<file path="src/rtl/uart_cmd_pkg.sv">
`default_nettype none
// ----------------------------------------------------------------------------
// uart_cmd_pkg -- shared types and defaults for the UART command path.
// Rev 1.0
// ----------------------------------------------------------------------------
package uart_cmd_pkg;

  typedef enum logic [1:0] {
    IDLE    = 2'd0,
    COLLECT = 2'd1,
    DONE    = 2'd2
  } cmd_state_t;

  localparam logic [7:0] CMD_CHK_TARGET     = 8'hFF;
  localparam int         CMD_NUM_BYTES      = 3;
  localparam int         CMD_TIMEOUT_CYCLES = 20000;

endpackage
`default_nettype wire

</file>
<file path="src/rtl/uart_cmd_timeout.sv">
`default_nettype none
// ----------------------------------------------------------------------------
// uart_cmd_timeout -- saturating inter-byte counter; expired at TIMEOUT_CYCLES-1.
// Rev 1.0
// ----------------------------------------------------------------------------
module uart_cmd_timeout
  import uart_cmd_pkg::*;
#(
  parameter int TIMEOUT_CYCLES = CMD_TIMEOUT_CYCLES
) (
  input  logic clk,
  input  logic rst,
  input  logic clear,
  input  logic enable,
  output logic expired
);

  localparam int             CNT_W = $clog2(TIMEOUT_CYCLES + 1);
  localparam logic [CNT_W-1:0] LIMIT = CNT_W'(TIMEOUT_CYCLES);
  localparam logic [CNT_W-1:0] LAST  = CNT_W'(TIMEOUT_CYCLES - 1);

  logic [CNT_W-1:0] count;

  always_ff @(posedge clk or posedge rst) begin
    if (rst) begin
      count <= '0;
    end else if (clear) begin
      count <= '0;
    end else if (enable && (count != LIMIT)) begin
      count <= count + 1'b1;
    end
  end

  assign expired = (count == LAST);

endmodule
`default_nettype wire

</file>
<file path="src/rtl/uart_cmd_assembler.sv">
`default_nettype none
// ----------------------------------------------------------------------------
// uart_cmd_assembler -- packs NUM_BYTES UART bytes MSB-first into one command.
// Define UART_CMD_CHKSUM_EN to require a trailing checksum byte. Rev 1.0
// ----------------------------------------------------------------------------
module uart_cmd_assembler
  import uart_cmd_pkg::*;
#(
  parameter int NUM_BYTES      = CMD_NUM_BYTES,
  parameter int TIMEOUT_CYCLES = CMD_TIMEOUT_CYCLES
) (
  input  logic                   clk,
  input  logic                   rst,
  input  logic                   rx_rdy,
  input  logic [7:0]             rx_data,
  output logic                   clr_rdy,
  output logic [8*NUM_BYTES-1:0] cmd,
  output logic                   cmd_rdy,
  input  logic                   clr_cmd_rdy,
  output logic                   overrun,
  output logic                   timeout_err,
  output logic                   chk_err
);

`ifdef UART_CMD_CHKSUM_EN
  localparam int TOTAL = NUM_BYTES + 1;
  localparam int SR_W  = 8 * NUM_BYTES;
`else
  // The last payload byte goes straight from rx_data into cmd.
  localparam int TOTAL = NUM_BYTES;
  localparam int SR_W  = 8 * (NUM_BYTES - 1);
`endif
  localparam logic [2:0] LAST_IDX = 3'(TOTAL - 1);

  cmd_state_t      state, state_n;
  logic            rx_rdy_q;
  logic            byte_ev;
  logic [2:0]      idx;
  logic [SR_W-1:0] sr;
  logic            shift_en, first_byte, last_byte, load_cmd, set_rdy, drop_rdy;
  logic            ovr_ev, tmo_ev, tmr_clr, tmr_en, tmr_exp, sum_ok;

  assign byte_ev = rx_rdy & ~rx_rdy_q;

`ifdef UART_CMD_CHKSUM_EN
  logic [7:0] sum;
  logic       chk_ev;
  assign sum_ok = (8'(sum + rx_data) == CMD_CHK_TARGET);
`else
  assign sum_ok  = 1'b1;
  assign chk_err = 1'b0;
`endif

  uart_cmd_timeout #(
    .TIMEOUT_CYCLES(TIMEOUT_CYCLES)
  ) u_timeout (
    .clk    (clk),
    .rst    (rst),
    .clear  (tmr_clr),
    .enable (tmr_en),
    .expired(tmr_exp)
  );

  always_ff @(posedge clk or posedge rst) begin
    if (rst) state <= IDLE;
    else     state <= state_n;
  end

  always_comb begin
    state_n    = state;
    shift_en   = 1'b0;
    first_byte = 1'b0;
    last_byte  = 1'b0;
    load_cmd   = 1'b0;
    set_rdy    = 1'b0;
    drop_rdy   = 1'b0;
    ovr_ev     = 1'b0;
    tmo_ev     = 1'b0;
    tmr_clr    = 1'b1;
    tmr_en     = 1'b0;
`ifdef UART_CMD_CHKSUM_EN
    chk_ev     = 1'b0;
`endif
    case (state)
      IDLE: begin
        if (byte_ev) begin
          shift_en   = 1'b1;
          first_byte = 1'b1;
          state_n    = COLLECT;
        end
      end
      COLLECT: begin
        if (byte_ev) begin
          shift_en = 1'b1;
          if (idx == LAST_IDX) begin
            last_byte = 1'b1;
            if (sum_ok) begin
              load_cmd = 1'b1;
              set_rdy  = 1'b1;
              state_n  = DONE;
            end
`ifdef UART_CMD_CHKSUM_EN
            else begin
              chk_ev  = 1'b1;
              state_n = IDLE;
            end
`endif
          end
        end else begin
          tmr_clr = 1'b0;
          tmr_en  = 1'b1;
          if (tmr_exp) begin
            tmo_ev  = 1'b1;
            state_n = IDLE;
          end
        end
      end
      DONE: begin
        if (clr_cmd_rdy) begin
          drop_rdy = 1'b1;
          if (byte_ev) begin
            shift_en   = 1'b1;
            first_byte = 1'b1;
            state_n    = COLLECT;
          end else begin
            state_n = IDLE;
          end
        end else if (byte_ev) begin
          ovr_ev = 1'b1;
        end
      end
      default: state_n = IDLE;
    endcase
  end

  always_ff @(posedge clk or posedge rst) begin
    if (rst) begin
      rx_rdy_q    <= 1'b0;
      idx         <= '0;
      sr          <= '0;
      cmd         <= '0;
      cmd_rdy     <= 1'b0;
      clr_rdy     <= 1'b0;
      overrun     <= 1'b0;
      timeout_err <= 1'b0;
    end else begin
      rx_rdy_q    <= rx_rdy;
      clr_rdy     <= byte_ev;
      overrun     <= ovr_ev;
      timeout_err <= tmo_ev;
      if (tmo_ev || last_byte) idx <= '0;
      else if (shift_en)       idx <= first_byte ? 3'd1 : idx + 3'd1;
      if (shift_en) sr <= {sr[SR_W-9:0], rx_data};
`ifdef UART_CMD_CHKSUM_EN
      if (load_cmd) cmd <= sr;
`else
      if (load_cmd) cmd <= {sr, rx_data};
`endif
      if (set_rdy)       cmd_rdy <= 1'b1;
      else if (drop_rdy) cmd_rdy <= 1'b0;
    end
  end

`ifdef UART_CMD_CHKSUM_EN
  always_ff @(posedge clk or posedge rst) begin
    if (rst) begin
      sum     <= '0;
      chk_err <= 1'b0;
    end else begin
      chk_err <= chk_ev;
      if (shift_en) sum <= first_byte ? rx_data : 8'(sum + rx_data);
    end
  end
`endif

endmodule
`default_nettype wire
</file>
<file path="config.mk">
export PLATFORM = sky130hd
export DESIGN_NAME = uart_cmd_assembler
export DESIGN_NICKNAME = d
export VERILOG_FILES = /design/src/rtl/uart_cmd_pkg.sv /design/src/rtl/uart_cmd_timeout.sv /design/src/rtl/uart_cmd_assembler.sv
export SDC_FILE = /design/constraint.sdc
export NUM_CORES = 1
export LEC_CHECK = 0
export ABC_AREA = 1
export BUFFER_PORTS_ARGS = -buffer_cell sky130_fd_sc_hd__buf_2
export CAP_MARGIN = 20
export CORE_MARGIN = 2
export CORE_UTILIZATION = 40
export CTS_BUF_LIST = sky130_fd_sc_hd__clkbuf_8
export DETAILED_ROUTE_END_ITERATION = 7
export SLEW_MARGIN = 25
export SYNTH_ARGS = -nofsm -noshare
export SYNTH_HDL_FRONTEND = slang
export SYNTH_SLANG_ARGS = --single-unit
</file>
<file path="constraint.sdc">
create_clock -name clk -period 2.7 [get_ports clk]
set_input_delay 0.135 -clock clk [delete_from_list [all_inputs] [get_ports clk]]
set_output_delay 0.135 -clock clk [all_outputs]
set_load 0.03 [all_outputs]
</file>
==> results.tsv <==
metric	value	unit
Die Width	90.8	um
clock tree buffer depth	2	
fin. max-slew vios	0	
max-cap check violation count	0	
die footprint	8250	um^2
drt first pass iters	4	
Hold Buf Count CTS	2	
CTS clock-pin slew for the worst setup and hold paths	0.08	ns
Post-CTS Resized	0	
share of cells above drive strength 1	27.5	%
Crit path required time	2.97	ns
DRC violations left	0	
sequential share of the synthesized area	53.9	%
Least-Margin Pin Slew	0.599	ns
final wirelength	5190	um
Placement Cell Area	3280	um^2
first-pass GRT wire length	9080	um
largest fanout on the critical path	43	
arrival time worst endpoint	1.88	ns
Period minus WS final	1.61	ns
Finished Cell Area	3520	um^2
Yosys cell types	27	
Peak VDD IR	0.391	mV
syn_nets	345	
RSZ-0062 raised after global routing	false	
n_diodes	0	
final period utilization	59.7	%
Rows	31	
Yosys Warn Count	0	
final total power	3.04	mW
number of synthesized register bits	65	
Fin Clk Skew	0.00879	ns
launch point of the worst path	idx[0]	
largest net degree at the start of global routing	66	
H-tree Lvls	3	
worst r2r src	idx[0]	
total negative setup slack	0	ns
Hold Slack	0.0516	ns
Post-CTS Setup Inserts	0	
synth-to-layout area growth	16.7	%
most common cell after layout, fill and taps aside	nand2_1	
synthesized instance count	329	
syn avg cell area	9.17	um^2
top cells by area, synth	dfrtp_1, nand2_1, o21ai_2, inv_1, o21ai_0	
Leakage Power	1.85	nW
Post-Syn Area	3020	um^2
Final #Nets	389	
type of the worst min-delay path	in -> reg	
crit path launch type	register	
WL/cell	10.9	um
RD Place Congestion	0.804	
top-area cell type share of the netlist area	53.9	%
Setup WS pre-CTS	1.08	ns
Initial Util	41.4	%
HP Start	rx_data[0]	
critical path endpoint category	register	
Root Driver	clkbuf_8	
Achievable Freq	621	MHz
I/O pins	41	
CTS Buf Count	9	
area leader, netlist	dfrtp_1	
cell area power density	863	nW/um^2
total global-route track usage	13.7	%
Max-slew headroom	59.9	%
Final Util	48.3	%
Starting DRT DRC Count	87	
setup ws final	1.09	ns
Setup Viol. Count Final	0	
critical setup path kind	reg -> reg	
via count	2104	
antenna violations before repair	0	
vias in the first global route	1986	
Non-Filler Instances	477	
Hold Fails Final Rpt	0	
Port-buffer cells	39	
Via-to-Cell Ratio	4.41	
die height	90.8	um
status	complete, no violations	
clock latency on the worst-skew pair	0.34	ns
most frequent cells in the layout	nand2_1, dfrtp_1, buf_2	
CTS tree	built	
cell count after placement	459	
clock sink total	65	
Final ANT Viol Nets	0	
Overflow after GRT	0	
post-DP HPWL	3530	um
Core Area	7290	um^2
## power breakdown
part | internal (mW) | leakage, nW | switching (mW)
clock network | 0.529 | 0.115 | 0.398
registers | 1.17 | 0.866 | 0.128
logic | 0.261 | 0.870 | 0.553
## logic make-up (layout without fill, tap and decap cells)
kind of cell | count (synthesis) | in the layout | share of synthesized area, %
flops | 65 | 65 | 53.9
simple gates | 153 | 153 | 24.0
xor+xnor | 4 | 4 | 1.16
fa+ha+maj | 4 | 4 | 1.66
other cells | 1 | 1 | 0.124
buf+inv | 53 | 102 | 8.30
compound gates | 49 | 49 | 10.8
## sequential cells by signal (all words and copies together), names as in the netlist
| register | count |
|---|---|
| idx | 3 |
| timeout_err | 1 |
| u_timeout.count | 15 |
| overrun | 1 |
| rx_rdy_q | 1 |
| cmd_rdy | 1 |
| clr_rdy | 1 |
| cmd | 24 |
| sr | 16 |
| state | 2 |
## Yosys cell counts, drive strengths merged
master	count
nand3	21
o21ai	42
ha	4
o21a	1
buf	8
clkinv	1
dfrtp	65
clkbuf	1
nand2	93
conb	1
nor2	37
a21oi	6
nand4	2
inv	43
xor2	4
## cell type report
| class | count | area (um^2) |
|---|---|---|
| fill | 737 | 3770 |
| clock buffer | 9 | 124 |
| inverter | 44 | 171 |
| tap | 99 | 124 |
| clock inverter | 7 | 100 |
| timing repair buffer | 42 | 235 |
| multi-input combinational | 211 | 1140 |
| sequential | 65 | 1630 |
## critical path, stage by stage, from the launching register on
cell	delay (ns)
dfrtp_1	0.39
inv_1	0.06
ha_1	0.18
inv_1	0.14
nor2_8	0.07
nand2_4	0.43
o21ai_2	0.15
nor2_1	0.13
## final timing paths
| path | endpoint | cells after the start | slack [ns] |
|---|---|---|---|
| worst max-delay path | idx[1] | 7 | 1.09 |
| worst min-delay path | cmd[0] | 3 | 0.05 |
| worst max register to register | idx[1] | 7 | 1.09 |
| worst min register to register | cmd[16] | 2 | 0.47 |
| max in group asynchronous | u_timeout.count[8] | 4 | 2.01 |
| min in group asynchronous | cmd[6] | 4 | 0.39 |
## routing by layer
| metal | wire [um] | GRT usage, % | vias up |
|---|---|---|---|
| met3 | 181 | 2.92 | 9 |
| met5 | 0 | 0 | - |
| met2 | 2220 | 19.6 | 41 |
| met4 | 105 | 7.20 | 0 |
| met1 | 2680 | 19.5 | 933 |
| li1 | - | - | 1121 |
Note: power is estimated with default switching activity, not from simulation.
